--- src/rtl/cam_stream_gen_if.sv ---
// Camera-style video stream bundle: frame/line timing, pixel data and frame bookkeeping.
interface cam_stream_gen_if;
  logic        VSYNC;
  logic        pixel_valid;
  logic [15:0] pixel_in;
  logic        frame_done;
  logic [15:0] frame_cnt;

  modport master (output VSYNC, pixel_valid, pixel_in, frame_done, frame_cnt);
  modport slave  (input  VSYNC, pixel_valid, pixel_in, frame_done, frame_cnt);
endinterface

--- src/rtl/cam_stream_gen.sv ---
// Synthetic camera source: VSYNC-framed RGB565 test patterns with per-line blanking and inter-frame gap.
module cam_stream_gen #(
  parameter int unsigned CAM_WIDTH  = 640,
  parameter int unsigned CAM_HEIGHT = 480,
  parameter int unsigned H_BLANK    = 144,
  parameter int unsigned V_GAP      = 1000
) (
  input  logic              PCLK,
  input  logic              rst,
  input  logic              enable,
  input  logic [1:0]        pattern_sel,
  cam_stream_gen_if.master  stream
);

  localparam int unsigned HW    = (CAM_WIDTH  > 1) ? $clog2(CAM_WIDTH)  : 1;
  localparam int unsigned VW    = (CAM_HEIGHT > 1) ? $clog2(CAM_HEIGHT) : 1;
  localparam int unsigned BW    = (H_BLANK > 1) ? $clog2(H_BLANK) : 1;
  localparam int unsigned GW    = (V_GAP   > 1) ? $clog2(V_GAP)   : 1;
  localparam int unsigned BAR_W = (CAM_WIDTH >= 8) ? CAM_WIDTH / 8 : 1;

  localparam logic [HW-1:0] H_LAST = HW'(CAM_WIDTH - 1);
  localparam logic [VW-1:0] V_LAST = VW'(CAM_HEIGHT - 1);
  localparam logic [BW-1:0] B_LAST = BW'(H_BLANK - 1);
  localparam logic [GW-1:0] G_LAST = GW'(V_GAP - 1);

  localparam logic [15:0] BAR_COLOR [8] = '{
    16'hFFFF, 16'hFFE0, 16'h07FF, 16'h07E0, 16'hF81F, 16'hF800, 16'h001F, 16'h0000
  };

  typedef enum logic [1:0] {IDLE, VGAP, ACTIVE, HBLANK} state_t;

  state_t        state;
  logic [HW-1:0] h_cnt;
  logic [VW-1:0] v_cnt;
  logic [BW-1:0] blank_cnt;
  logic [GW-1:0] gap_cnt;
  logic [1:0]    pat;
  logic [15:0]   pix_cnt;
  logic          vsync_r;
  logic          valid_r;
  logic          done_r;
  logic [15:0]   pixel_r;
  logic [15:0]   frame_count;

  // Pixel value for the position about to be presented; cnt is that pixel's frame index.
  function automatic logic [15:0] pixel_of(input logic [HW-1:0] h, input logic [VW-1:0] v,
                                           input logic [1:0] sel, input logic [15:0] cnt);
    logic [15:0] h16;
    logic [15:0] v16;
    int unsigned bar;
    h16 = 16'(h);
    v16 = 16'(v);
    bar = 32'(h) / BAR_W;
    if (bar > 7) bar = 7;
    case (sel)
      2'd0:    pixel_of = BAR_COLOR[bar[2:0]];
      2'd1:    pixel_of = (h16 << 8) | (v16 & 16'h00FF);
      2'd2:    pixel_of = (((h16 ^ v16) & 16'h0020) != 16'h0000) ? 16'hFFFF : 16'h0000;
      default: pixel_of = cnt;
    endcase
  endfunction

  always_ff @(posedge PCLK) begin
    if (rst) begin
      state       <= IDLE;
      h_cnt       <= '0;
      v_cnt       <= '0;
      blank_cnt   <= '0;
      gap_cnt     <= '0;
      pat         <= '0;
      pix_cnt     <= '0;
      vsync_r     <= 1'b0;
      valid_r     <= 1'b0;
      done_r      <= 1'b0;
      pixel_r     <= '0;
      frame_count <= '0;
    end else begin
      done_r <= 1'b0;
      case (state)
        IDLE: begin
          vsync_r <= 1'b0;
          valid_r <= 1'b0;
          pixel_r <= '0;
          if (enable) begin
            state   <= VGAP;
            gap_cnt <= '0;
          end
        end
        VGAP: begin
          if (gap_cnt == G_LAST) begin
            state   <= ACTIVE;
            h_cnt   <= '0;
            v_cnt   <= '0;
            pat     <= pattern_sel;
            vsync_r <= 1'b1;
            valid_r <= 1'b1;
            pixel_r <= pixel_of('0, '0, pattern_sel, 16'h0000);
            pix_cnt <= 16'h0001;
          end else begin
            gap_cnt <= gap_cnt + 1'b1;
          end
        end
        ACTIVE: begin
          if (h_cnt == H_LAST) begin
            state     <= HBLANK;
            blank_cnt <= '0;
            valid_r   <= 1'b0;
            pixel_r   <= '0;
          end else begin
            h_cnt   <= h_cnt + 1'b1;
            pixel_r <= pixel_of(h_cnt + 1'b1, v_cnt, pat, pix_cnt);
            pix_cnt <= pix_cnt + 16'h0001;
          end
        end
        HBLANK: begin
          if (blank_cnt == B_LAST) begin
            h_cnt <= '0;
            if (v_cnt == V_LAST) begin
              // Frame ends here; enable is only consulted now, so a frame is never cut short.
              v_cnt       <= '0;
              vsync_r     <= 1'b0;
              done_r      <= 1'b1;
              frame_count <= frame_count + 16'h0001;
              gap_cnt     <= '0;
              state       <= enable ? VGAP : IDLE;
            end else begin
              v_cnt   <= v_cnt + 1'b1;
              state   <= ACTIVE;
              valid_r <= 1'b1;
              pixel_r <= pixel_of('0, v_cnt + 1'b1, pat, pix_cnt);
              pix_cnt <= pix_cnt + 16'h0001;
            end
          end else begin
            blank_cnt <= blank_cnt + 1'b1;
          end
        end
        default: state <= IDLE;
      endcase
    end
  end

  assign stream.VSYNC       = vsync_r;
  assign stream.pixel_valid = valid_r;
  assign stream.pixel_in    = pixel_r;
  assign stream.frame_done  = done_r;
  assign stream.frame_cnt   = frame_count;

endmodule

--- src/flat_wrapper.sv ---
// flat-port wrapper written by rule: the top's interface ports become plain ports
module cam_stream_gen_flat 
#(
  parameter int unsigned CAM_WIDTH  = 640,
  parameter int unsigned CAM_HEIGHT = 480,
  parameter int unsigned H_BLANK    = 144,
  parameter int unsigned V_GAP      = 1000
)
  (PCLK, rst, enable, pattern_sel, stream_VSYNC, stream_pixel_valid, stream_pixel_in, stream_frame_done, stream_frame_cnt);
  cam_stream_gen_if stream_i ();
  input  logic PCLK;
  input  logic rst;
  input  logic enable;
  input  logic [1:0] pattern_sel;
  output wire logic [$bits(stream_i.VSYNC)-1:0] stream_VSYNC;
  output wire logic [$bits(stream_i.pixel_valid)-1:0] stream_pixel_valid;
  output wire logic [$bits(stream_i.pixel_in)-1:0] stream_pixel_in;
  output wire logic [$bits(stream_i.frame_done)-1:0] stream_frame_done;
  output wire logic [$bits(stream_i.frame_cnt)-1:0] stream_frame_cnt;
  assign stream_VSYNC = stream_i.VSYNC;
  assign stream_pixel_valid = stream_i.pixel_valid;
  assign stream_pixel_in = stream_i.pixel_in;
  assign stream_frame_done = stream_i.frame_done;
  assign stream_frame_cnt = stream_i.frame_cnt;
  cam_stream_gen #(.CAM_WIDTH(CAM_WIDTH), .CAM_HEIGHT(CAM_HEIGHT), .H_BLANK(H_BLANK), .V_GAP(V_GAP)) u_core (.PCLK(PCLK), .rst(rst), .enable(enable), .pattern_sel(pattern_sel), .stream(stream_i));
endmodule
--- config.mk ---
export PLATFORM = sky130hd
export DESIGN_NAME = cam_stream_gen_flat
export DESIGN_NICKNAME = d
export VERILOG_FILES = /design/src/rtl/cam_stream_gen_if.sv /design/src/rtl/cam_stream_gen.sv /design/src/flat_wrapper.sv
export SDC_FILE = /design/constraint.sdc
export NUM_CORES = 1
export LEC_CHECK = 0
export CORE_MARGIN = 1.5
export CORE_UTILIZATION = 40
export DETAILED_ROUTE_END_ITERATION = 6
export SYNTH_ARGS = -nofsm -noshare
export SYNTH_HDL_FRONTEND = slang
export SYNTH_SLANG_ARGS = --single-unit
--- constraint.sdc ---
create_clock -name PCLK -period 6.1 [get_ports PCLK]
set_input_delay 1.22 -clock PCLK [delete_from_list [all_inputs] [get_ports PCLK]]
set_output_delay 1.22 -clock PCLK [all_outputs]
set_load 0.005 [all_outputs]
# --- Yosys cells after proc, flatten, opt, wreduce, memory -nomap -nowiden ---
# Memories as Yosys holds them, arrays and structs flattened.
# Cells that the tools add are included.
totals:
  reg_bits: 92
  mem_bits_ro: 128
  input_bits: 5
  output_inout_bits: 35
  wordCells: 117
  n_memories: 1
op_classes:
  n_addsub: 6
  div_mod_pow: 1
  n_lt_le_gt_ge: 2
  eq_ne: 18
  n_mux: 53
  bitwise: 5
  n_reduce_logical: 19
memory_table:
  columns: ["memory", "depth", "word_bits", "rd", "rd_ports_with_merged_regs", "wr", "line_no", "source"]
  rows:
  - ["(no name shown)", 8, 16, 1, 0, 0, "cam_stream_gen.sv:56", "2'd0: pixel_of = BAR_COLOR[bar[2:0]];"]
ops:
  columns: ["op", "count"]
  rows:
  - ["2-to-1 mux 16 bit", 13]
  - ["one-hot mux 16 bit (3 select lines)", 3]
  - ["2-to-1 mux 10 bit", 7]
  - ["one-hot mux 16 bit (4 select lines)", 1]
  - ["one-hot mux 10 bit (3 select lines)", 2]
  - ["adder 16 x 1 -> 16 bit (second input constant)", 2]
  - ["divider 10 x 7 -> 32 bit (second input constant)", 1]
  - ["> comparator 32 x 3 -> 1 bit (second input constant)", 1]
  - ["2-to-1 mux 9 bit", 3]
  - ["adder 10 x 1 -> 10 bit (second input constant)", 2]
  - ["== test 10 bit (second input constant)", 2]
  - ["one-hot mux 9 bit (2 select lines)", 1]
  - ["2-to-1 mux 8 bit", 2]
  - ["OR 16 x 8 -> 16 bit", 1]
  - ["one-hot mux 8 bit (2 select lines)", 1]
  - ["AND reduction 4 bit", 4]
  - ["2-to-1 mux 3 bit", 4]
  - ["AND reduction 3 bit", 4]
  - ["2-to-1 mux 2 bit", 5]
  - ["!= test 2 bit (second input constant)", 5]
  - ["AND reduction 5 bit", 2]
  - ["adder 9 x 1 -> 9 bit (second input constant)", 1]
  - ["== test 9 bit (second input constant)", 1]
  - ["adder 8 x 1 -> 8 bit (second input constant)", 1]
  - ["17 further kinds", 35]

# --- Logic depth before layout (Yosys ltp) ---
# Gate-level depths: netlist of run 1.
depth:
  word_depth: 14
  depth_mapped: 16
  mapped_depth_nobuf: 14

# --- Least setup slack after synthesis of run 1 ---
# No wires, ideal clock.
synth_timing:
  path_type: "flip-flop to flip-flop"
  start: "reg u_core.h_cnt[1]"
  end: "reg u_core.pixel_r[4] (netlist: u_core.stream.pixel_in[4])"
  setup_ps: 74
  t_arrival_ps: 3326
  required_time_ps: 6026
  path_slack_ps: 2700
  path_stages_with_launch: 17
  path_buffers: 2
  synth_period_minus_slack_ps: 3400
  cell_sequence: "dfxtp_1 ha_1 buf_2 nand3_2 buf_6 xnor2_1 o31a_1 ha_1 nor2_1 o32a_1 o211a_1 o21a_1 nand3_2 mux2_1 a211oi_2 o211ai_1 a31oi_1"
synth_between:
  elab_chain_len: 14
  elab_cells_between_ends: 17
  cone_classes: "1 x add/sub; 1 x div; 1 x order compare; 1 x eq/ne; 10 x mux; 2 x bitwise; 1 x memory"
synth_lines:
  columns: ["element", "line_no", "source"]
  rows:
  - ["start: declaration", "cam_stream_gen.sv:33", "logic [HW-1:0] h_cnt;"]
  - ["start signal: assignment", "cam_stream_gen.sv:110", "h_cnt <= h_cnt + 1'b1;"]
  - ["adder 10 x 1 -> 10 bit", "cam_stream_gen.sv:111", "pixel_r <= pixel_of(h_cnt + 1'b1, v_cnt, pat, pix_cnt);"]
  - ["divider 10 x 7 -> 32 bit", "cam_stream_gen.sv:53", "bar = 32'(h) / BAR_W;"]
  - ["> comparator 32 x 3 -> 1 bit", "cam_stream_gen.sv:54", "if (bar > 7) bar = 7;"]
  - ["2-to-1 mux 3 bit", "cam_stream_gen.sv:54", null]
  - ["2-to-1 mux 3 bit", "cam_stream_gen.sv:104", "if (h_cnt == H_LAST) begin"]
  - ["2-to-1 mux 3 bit", "cam_stream_gen.sv:79", "case (state)"]
  - ["2-to-1 mux 3 bit", "cam_stream_gen.sv:64", "if (rst) begin"]
  - ["inverter 3 -> 4 bit (not written as such)", "cam_stream_gen.sv:56", null]
  - ["memory read (8 x 16 bit)", null, null]
  - ["2-to-1 mux 16 bit (not written as such) (2 in a row)", "cam_stream_gen.sv:56", null]
  - ["one-hot mux 16 bit (3 select lines)", "cam_stream_gen.sv:55", "case (sel)"]
  - ["2-to-1 mux 16 bit (*)", "cam_stream_gen.sv:104", null]
  - ["one-hot mux 16 bit (4 select lines) (*)", "cam_stream_gen.sv:79", null]
  - ["end signal: assignment", "cam_stream_gen.sv:97", "pixel_r <= pixel_of('0, '0, pattern_sel, 16'h0000);"]
  - ["end signal: assignment", "cam_stream_gen.sv:111", null]
  - ["end signal: assignment", "cam_stream_gen.sv:130", "pixel_r <= pixel_of('0, v_cnt + 1'b1, pat, pix_cnt);"]
  - ["end: declaration", "cam_stream_gen.sv:42", "logic [15:0] pixel_r;"]
# Every way passes the cells marked *; elsewhere a longest branch is shown, timed or not. The select of a mux whose other input is x is not followed.
# A chain may end at the register's enable or synchronous reset.

# --- Final worst setup path of run 1 ---
layout_timing:
  start: "reg u_core.h_cnt[0]"
  end: "reg u_core.pixel_r[4] (netlist: u_core.stream.pixel_in[4])"
# The elaborated chain is that of the path after synthesis.

==> results of run 1 <==
==> logic make-up after synthesis <==
logic type / count (synthesis)
AND/OR/NAND/NOR: 308
flip-flops: 92
buffers and inverters: 52
AO/OA/AOI/OAI: 183
XOR/XNOR: 54
adder cells (fa/ha/maj): 7
multiplexers: 13
==> sequential cells by signal (all words and copies together) (netlist names) <==
signal,flops
u_core.stream.pixel_in,16
u_core.h_cnt,10
u_core.gap_cnt,10
u_core.pat,2
u_core.stream.pixel_valid,1
u_core.pix_cnt,16
u_core.stream.frame_cnt,16
u_core.state,2
u_core.v_cnt,9
u_core.stream.frame_done,1
u_core.stream.VSYNC,1
u_core.blank_cnt,8
==> per-layer routing <==
metal | vias to the layer above | wire (um) | GRT usage [%]
li1 | 2576 | - | -
met1 | 2415 | 7150 | 28.7
met2 | 200 | 6670 | 34.5
met3 | 21 | 1010 | 5.85
met4 | 0 | 330 | 7.13
met5 | - | 0 | 0
==> area by class of cell <==
type                            count  area, sq um
Timing Repair Buffer               41          400
Fill cell                        1359         7140
Clock buffer                       11          243
Clock inverter                      5         61.3
Multi-Input combinational cell    565         3420
Tap cell                          176          220
Sequential cell                    92         1840
Inverter                            8         30.0
==> per-stage QoR <==
stage | hold WS [ns] | worst slack (ns) | utilization, % | instance area [sq um]
floorplan | 0.445 | 2.70 | - | 5500
global placement | 0.459 | 2.32 | 44.3 | 5910
detailed placement | 0.468 | 2.29 | 44.3 | 5910
CTS | 0.476 | 2.26 | 46.5 | 6210
global route | 0.501 | 1.93 | 46.5 | 6210
finish | 0.471 | 2.20 | 46.5 | 6210
==> worst paths after layout <==
check / cells after the start / startpoint / slack, ns / to
setup reg to reg: 14 / u_core.h_cnt[0] / 2.20 / u_core.stream.pixel_in[4]
hold / removal: 2 / u_core.gap_cnt[1] / 0.47 / u_core.gap_cnt[1]
hold reg to reg: 2 / u_core.gap_cnt[1] / 0.47 / u_core.gap_cnt[1]
setup / recovery: 14 / u_core.h_cnt[0] / 2.20 / u_core.stream.pixel_in[4]
==> Yosys cell counts, drive strengths merged (6+ instances only) <==
| master | n |
|---|---|
| a21oi | 59 |
| and4 | 9 |
| or3 | 7 |
| a22oi | 7 |
| o21ai | 46 |
| buf | 18 |
| and3 | 13 |
| a211oi | 6 |
| nand2 | 69 |
| nand2b | 6 |
| and2 | 6 |
| ha | 7 |
| nor3 | 16 |
| or2 | 7 |
| nand4 | 18 |
| nor2 | 94 |
| inv | 8 |
| xnor2 | 16 |
| nand3 | 44 |
| clkbuf | 26 |
| mux2i | 8 |
| dfxtp | 92 |
| a31oi | 9 |
| xor2 | 38 |
==> worst min-delay path, cell delays in order, from the launching register on <==
cell	delay (ns)
sky130_fd_sc_hd__dfxtp_1	0.32
sky130_fd_sc_hd__nand2_1	0.05
sky130_fd_sc_hd__a21oi_1	0.05
==> power groups by stage <==
| stage | Clock [mW] | Combinational [mW] | Sequential (mW) |
|---|---|---|---|
| 6_report | 0.575 | 0.0580 | 0.613 |
| 5_1_grt | 0.615 | 0.0638 | 0.613 |
| 4_1_cts | 0.590 | 0.0575 | 0.613 |
| 3_5_place_dp | 0 | 0.0572 | 0.627 |
| 3_3_place_gp | 0 | 0.0571 | 0.626 |
| 2_1_floorplan | 0 | 0.0365 | 0.623 |
==> summary.txt, run 1 <==
===============================================================================================
Antenna Diode Count ..............................................................            0
Tightest Pin Transition ..........................................................     0.983 ns
Die Area .........................................................................  14500 sq um
Data required time at the worst endpoint .........................................      6.39 ns
Count of antenna-violating nets left after detailed routing ......................            0
Run status ....................................................................... finished, final reports clean
Non-filler instance count after layout ...........................................          898
PortBufs .........................................................................           39
Biggest cell delay along the critical path .......................................      0.49 ns
Number of clock buffers inserted by TritonCTS ....................................            9
Root buffer cell ................................................................. sky130_fd_sc_hd__clkbuf_16
Layout cell share with drive strength beyond 1 ...................................        5.96%
Maximum resistive drop on vdd ....................................................       124 uV
Count of instances resized after the clock tree is built .........................            0
Worst Path Max Fanout ............................................................           11
HPWL reported at the end of detailed placement ...................................      10.9 mm
Area fraction in compound gates after synthesis ..................................        21.8%
Final routed wirelength across all metal layers ..................................      15.2 mm
Adder-cell share of the synthesized area .........................................        1.59%
Synthesized flop and latch total .................................................           92
Yosys warning total ..............................................................            0
Mean Syn Cell Area ...............................................................   7.76 sq um
Share of synthesized registers carrying an async set or reset ....................           0%
Mapped Area ......................................................................   5500 sq um
Share of total power in combinational logic ......................................         4.7%
Fin. max-slew vios ...............................................................            0
Reported net switching power .....................................................     0.290 mW
Fraction of post-synthesis cell area in the top cell type by area ................        33.5%
Type of origin of the critical path ..............................................    flip-flop
First-iteration detailed-routing DRC count .......................................          524
Clock input transition at the sequential cells of the worst setup and hold paths .      0.07 ns
Number of instances in the synthesized netlist ...................................          709
Count of vias placed by the detailed router ......................................         5212
Post-synthesis net count .........................................................          721
Post-route clock skew ............................................................    0.0117 ns
Number of antenna violations at the first check in global routing ................            0
Sequential share of the synthesized area .........................................        33.5%
Switching fraction of total power ................................................        23.3%
Xor/xnor share of the synthesized area ...........................................        8.59%
Internal Dissipation .............................................................     0.956 mW
Ys flop type ..................................................................... sky130_fd_sc_hd__dfxtp_1
Class of the tightest hold or removal check ......................................      reg2reg
Initial Util .....................................................................        41.2%
# rows ...........................................................................           42
GRT Total Usage ..................................................................        21.7%
Buffers from clock root to sink, at most .........................................            2
Largest net degree at the start of global routing ................................           32
Setup repair after global routing missed its margin ..............................           no
Fraction of synthesized area in multiplexers .....................................        2.55%
Final count of negative-setup-slack endpoints ....................................            0
Dominant delay contributor by cell family on the critical path ................... compound AO/OA/AOI/OAI gates
Power density of the placed cells ................................................  201 nW/um^2
Reported leakage power ...........................................................      2.15 nW
Clock net sink count .............................................................           92
Area added between synthesis and finish ..........................................        12.9%
Cell type of the slowest stage on the worst timing path .......................... sky130_fd_sc_hd__dfxtp_1
Crit Path Class ..................................................................      reg2reg
Endpoint arrival time on the critical path .......................................      4.19 ns
Total power consumption of the routed design .....................................      1.25 mW
CP Capture Type ..................................................................    flip-flop
Slew Limit Headroom ..............................................................        34.0%
Count of hold buffers inserted by post-cts repair ................................            0
Final-stage net count ............................................................          729
Leading cell types in the layout, fill and taps excluded ......................... sky130_fd_sc_hd__nor2_1, sky130_fd_sc_hd__dfxtp_1, sky130_fd_sc_hd__nand2_1
EDFF count, synth ................................................................            0
Post CTS Setup Buffer Count ......................................................            0
Top area cells in the synthesized netlist ........................................ sky130_fd_sc_hd__dfxtp_1, sky130_fd_sc_hd__nor2_1, sky130_fd_sc_hd__xor2_1
Final period utilization .........................................................        63.9%
Simple-gate share of the synthesized area ........................................        27.6%
Clk pwr share ....................................................................        46.1%
Maximum clock frequency ..........................................................      256 MHz
Max_cap viols ....................................................................            0
Skew-Pair Late Insertion Delay ...................................................      0.36 ns
Io pins ..........................................................................           40
Sequential fraction of design power ..............................................        49.2%
Clock tree from TritonCTS ........................................................        built
Crit path time final .............................................................      3.90 ns
H-tree levels ....................................................................            3
Final Wtd Congestion .............................................................        0.948
Final count of hold timing violations ............................................            0
Post-route setup TNS .............................................................         0 ns
Number of cells after detailed placement .........................................          882
Width of the chip ................................................................       120 um
Die span in y ....................................................................       120 um
Largest area contributor in the synthesized netlist .............................. sky130_fd_sc_hd__dfxtp_1
Synth cell types .................................................................           75
Number of vias per cell after detailed routing ...................................         5.80
Number of global-route vias before repair ........................................         4944
Worst Path Buf+Inv ...............................................................            0
Core region area .................................................................  13300 sq um
Total congestion overflow after global routing ...................................            0
First-pass GRT wire length .......................................................      25.0 mm
Per-cell routed wire length ......................................................      16.9 um
First drt pass iteration count ...................................................            5
Detailed-route DRC error count ...................................................            0
Largest family of logic cells by synthesized area ................................ simple AND/OR/NAND/NOR gates
Critical path, cell by cell ...................................................... ha_1 -> nand3_2 -> xnor2_1 -> o31a_1 -> ha_1 -> nor2_1 -> o32a_1 -> o211a_1 -> o21a_1 -> nand3_2 -> mux2_1 -> a211oi_2 -> o211ai_1 -> a31oi_1
===============================================================================================
No activity file was read; power rests on OpenSTA's default activity.
==> inputs of run 2 (changes only) <==
clock period = 4.1 ns   (was 6.1 ns; I/O delays follow)
==> run 2 against run 1 <==
  * Sequential power grew 49%
  * Power up 53%
  * Die area is the same
  * Register-to-register slack lost 1.9 ns
  * Design area is 0.81% higher
  * Sequential share of layout area down 0.24 points
  * Worst hold slack improved by 0.0061 ns
  * Largest power group unchanged
  * Combinational power up 50%
  * Flip-flop and latch count did not move
==> summary.txt, run 2 (synthesized netlist as in run 1, its figures left out) <==
===============================================================================================
Clock net sink count .............................................................           92   unchanged
Post-placement cell area .........................................................   5950 sq um   +0.64%
Clock tree from TritonCTS ........................................................        built
Worst Path Max Fanout ............................................................            8   -3
First-pass GRT wire length .......................................................      24.9 mm   -0.61%
Run status ....................................................................... finished, final reports clean
Maximum resistive drop on vdd ....................................................       215 uV   +73%
Count of hold buffers inserted by post-cts repair ................................            0   unchanged
Number of clock buffers inserted by TritonCTS ....................................            9   unchanged
Crit Path Class ..................................................................      reg2reg
Number of fillers in the final layout ............................................         1359   unchanged
Reported leakage power ...........................................................      2.19 nW   +2.0%
Io pins ..........................................................................           40   unchanged
Root buffer cell ................................................................. sky130_fd_sc_hd__clkbuf_16
Logic depth of the worst register-to-register path ...............................           14   unchanged
Power density of the placed cells ................................................  304 nW/um^2   +52%
Antenna Diode Count ..............................................................            0   unchanged
Setup slack, reg-to-reg ..........................................................      0.31 ns   -1.89 ns
Number of global-route vias before repair ........................................         4901   -0.87%
Reported net switching power .....................................................     0.437 mW   +51%
Total congestion overflow after global routing ...................................            0   unchanged
Core region area .................................................................  13300 sq um   unchanged
Width of the chip ................................................................       120 um   unchanged
Fin. max-slew vios ...............................................................            0   unchanged
Die Area .........................................................................  14500 sq um   unchanged
Class of the tightest hold or removal check ......................................      reg2reg
Data required time at the worst endpoint .........................................      4.38 ns   -2.01 ns
Minimum hold slack ...............................................................     0.477 ns   +0.00609 ns
Die span in y ....................................................................       120 um   unchanged
Reg2Reg Launch Point ............................................................. u_core.h_cnt[4]
Capture instance of the worst register-to-register path .......................... u_core.stream.pixel_in[4]
First drt pass iteration count ...................................................            5   unchanged
Worst hold path depth ............................................................            2   unchanged
Switching fraction of total power ................................................        22.9%   -0.36 points
Leading cell types in the layout, fill and taps excluded ......................... sky130_fd_sc_hd__nor2_1, sky130_fd_sc_hd__dfxtp_1, sky130_fd_sc_hd__nand2_1
Largest net degree at the start of global routing ................................           45   +41%
Layout Cell Area excl Fill .......................................................   6260 sq um   +0.81%
Detailed-route DRC error count ...................................................            0   unchanged
Final Wtd Congestion .............................................................        0.970   +2.3%
Endpoint arrival time on the critical path .......................................      4.07 ns   -0.12 ns
Maximum clock frequency ..........................................................      264 MHz   +2.9%
Slew Limit Headroom ..............................................................        36.7%   +2.7 points
Internal Dissipation .............................................................      1.47 mW   +54%
PortBufs .........................................................................           39   unchanged
Number of antenna violations at the first check in global routing ................            0   unchanged
Final-stage net count ............................................................          734   +0.69%
Buffers from clock root to sink, at most .........................................            2   unchanged
Share of total power in combinational logic ......................................         4.6%   about the same
Count of vias placed by the detailed router ......................................         5287   +1.4%
Count of instances resized after the clock tree is built .........................            0   unchanged
Final period utilization .........................................................        92.4%   +28 points
Area added between synthesis and finish ..........................................        13.8%
Post CTS Setup Buffer Count ......................................................            0   unchanged
Layout Utilization ...............................................................        46.9%   +0.37 points
Crit path time final .............................................................      3.79 ns   -0.112 ns
Final routed wirelength across all metal layers ..................................      15.4 mm   +1.6%
Type of origin of the critical path ..............................................    flip-flop
Count of antenna-violating nets left after detailed routing ......................            0   unchanged
Skew-Pair Late Insertion Delay ...................................................      0.35 ns   about the same
Initial Util .....................................................................        41.2%   unchanged
Max_cap viols ....................................................................            0   unchanged
GRT Total Usage ..................................................................        21.5%   -0.19 points
Post-route setup TNS .............................................................         0 ns   unchanged
Final count of hold timing violations ............................................            0   unchanged
Layout cell share with drive strength beyond 1 ...................................        6.60%   +0.65 points
Sequential fraction of design power ..............................................        47.8%   -1.4 points
# rows ...........................................................................           42   unchanged
Clk pwr share ....................................................................        47.6%   +1.5 points
Number of vias per cell after detailed routing ...................................         5.85   +0.88%
Endpoint with the worst hold slack ............................................... u_core.blank_cnt[1]
Clock input transition at the sequential cells of the worst setup and hold paths .      0.07 ns   about the same
H-tree levels ....................................................................            3   unchanged
First-iteration detailed-routing DRC count .......................................          629   +20%
CP Capture Type ..................................................................    flip-flop
Per-cell routed wire length ......................................................      17.1 um   +0.99%
Tightest Pin Transition ..........................................................     0.942 ns   -0.0407 ns
Launch point of the worst hold path .............................................. u_core.blank_cnt[1]
HPWL reported at the end of detailed placement ...................................      11.0 mm   +0.80%
Final count of negative-setup-slack endpoints ....................................            0   unchanged
Post-route clock skew ............................................................    0.0112 ns   -0.000426 ns
Setup repair after global routing missed its margin ..............................           no
===============================================================================================
[run 2: cell count changes in the layout (fill, tap and decap cells not counted)]
cell | previous run | this run
sky130_fd_sc_hd__buf_4 | 2 | 7
sky130_fd_sc_hd__bufinv_16 | 1 | 2
sky130_fd_sc_hd__clkbuf_8 | 1 | 0
sky130_fd_sc_hd__clkinv_2 | 0 | 2
sky130_fd_sc_hd__clkinvlp_4 | 3 | 0
sky130_fd_sc_hd__inv_6 | 0 | 1
[run 2: worst max path at each step]
stage                                      to             from
floorplan           u_core.stream.pixel_in[4]  u_core.h_cnt[1]
global placement    u_core.stream.pixel_in[4]  u_core.h_cnt[4]
detailed placement  u_core.stream.pixel_in[4]  u_core.h_cnt[6]
CTS                 u_core.stream.pixel_in[4]  u_core.h_cnt[0]
global route        u_core.stream.pixel_in[4]  u_core.h_cnt[4]
finish              u_core.stream.pixel_in[4]  u_core.h_cnt[4]
[run 2: through the flow]
stage | worst slack, ns | total power, mW | std cells
floorplan | 0.700 | 0.981 | 709
global placement | 0.539 | 1.02 | 887
detailed placement | 0.401 | 1.02 | 887
CTS | 0.362 | 1.93 | 903
global route | 0.0635 | 1.97 | 903
finish | 0.311 | 1.91 | 903
[run 2: area by class of cell]
type	instances	area, sq um	share of cell area [%]
flip-flops and latches	92	1840	29.4
repair buffers	46	438	6.99
clock inverters	6	87.6	1.40
clock buffers	10	229	3.66
inverters	8	30.0	0.480
well taps	176	220	3.52
multi-input cells	565	3420	54.5
[run 2: worst max-delay path, stage by stage, from the launching register on]
cell and delay, ns:
sky130_fd_sc_hd__dfxtp_1 0.48, sky130_fd_sc_hd__and3_1 0.39, sky130_fd_sc_hd__nand2_2 0.17, sky130_fd_sc_hd__nor2_1 0.25
sky130_fd_sc_hd__xor2_1 0.11, sky130_fd_sc_hd__ha_1 0.38, sky130_fd_sc_hd__nor2_1 0.07, sky130_fd_sc_hd__o32a_1 0.29
sky130_fd_sc_hd__o211a_1 0.24, sky130_fd_sc_hd__o21a_1 0.16, sky130_fd_sc_hd__nand3_2 0.15, sky130_fd_sc_hd__mux2_1 0.35
sky130_fd_sc_hd__a211oi_2 0.37, sky130_fd_sc_hd__o211ai_1 0.14, sky130_fd_sc_hd__a31oi_1 0.19
[run 2: metal layers]
layer | vias up | routed length, um | GRT usage, %
met5 | - | 0 | 0
met4 | 0 | 226 | 7.21
met3 | 21 | 981 | 4.43
met2 | 184 | 7090 | 34.9
met1 | 2487 | 7100 | 28.6
li1 | 2595 | - | -
[run 2: power by group through the flow]
stage	clock network (mW)	registers (mW)	logic, mW
floorplan	0	0.927	0.0542
global placement	0	0.932	0.0856
detailed placement	0	0.932	0.0863
CTS	0.929	0.911	0.0866
global route	0.966	0.912	0.0954
finish	0.907	0.911	0.0871
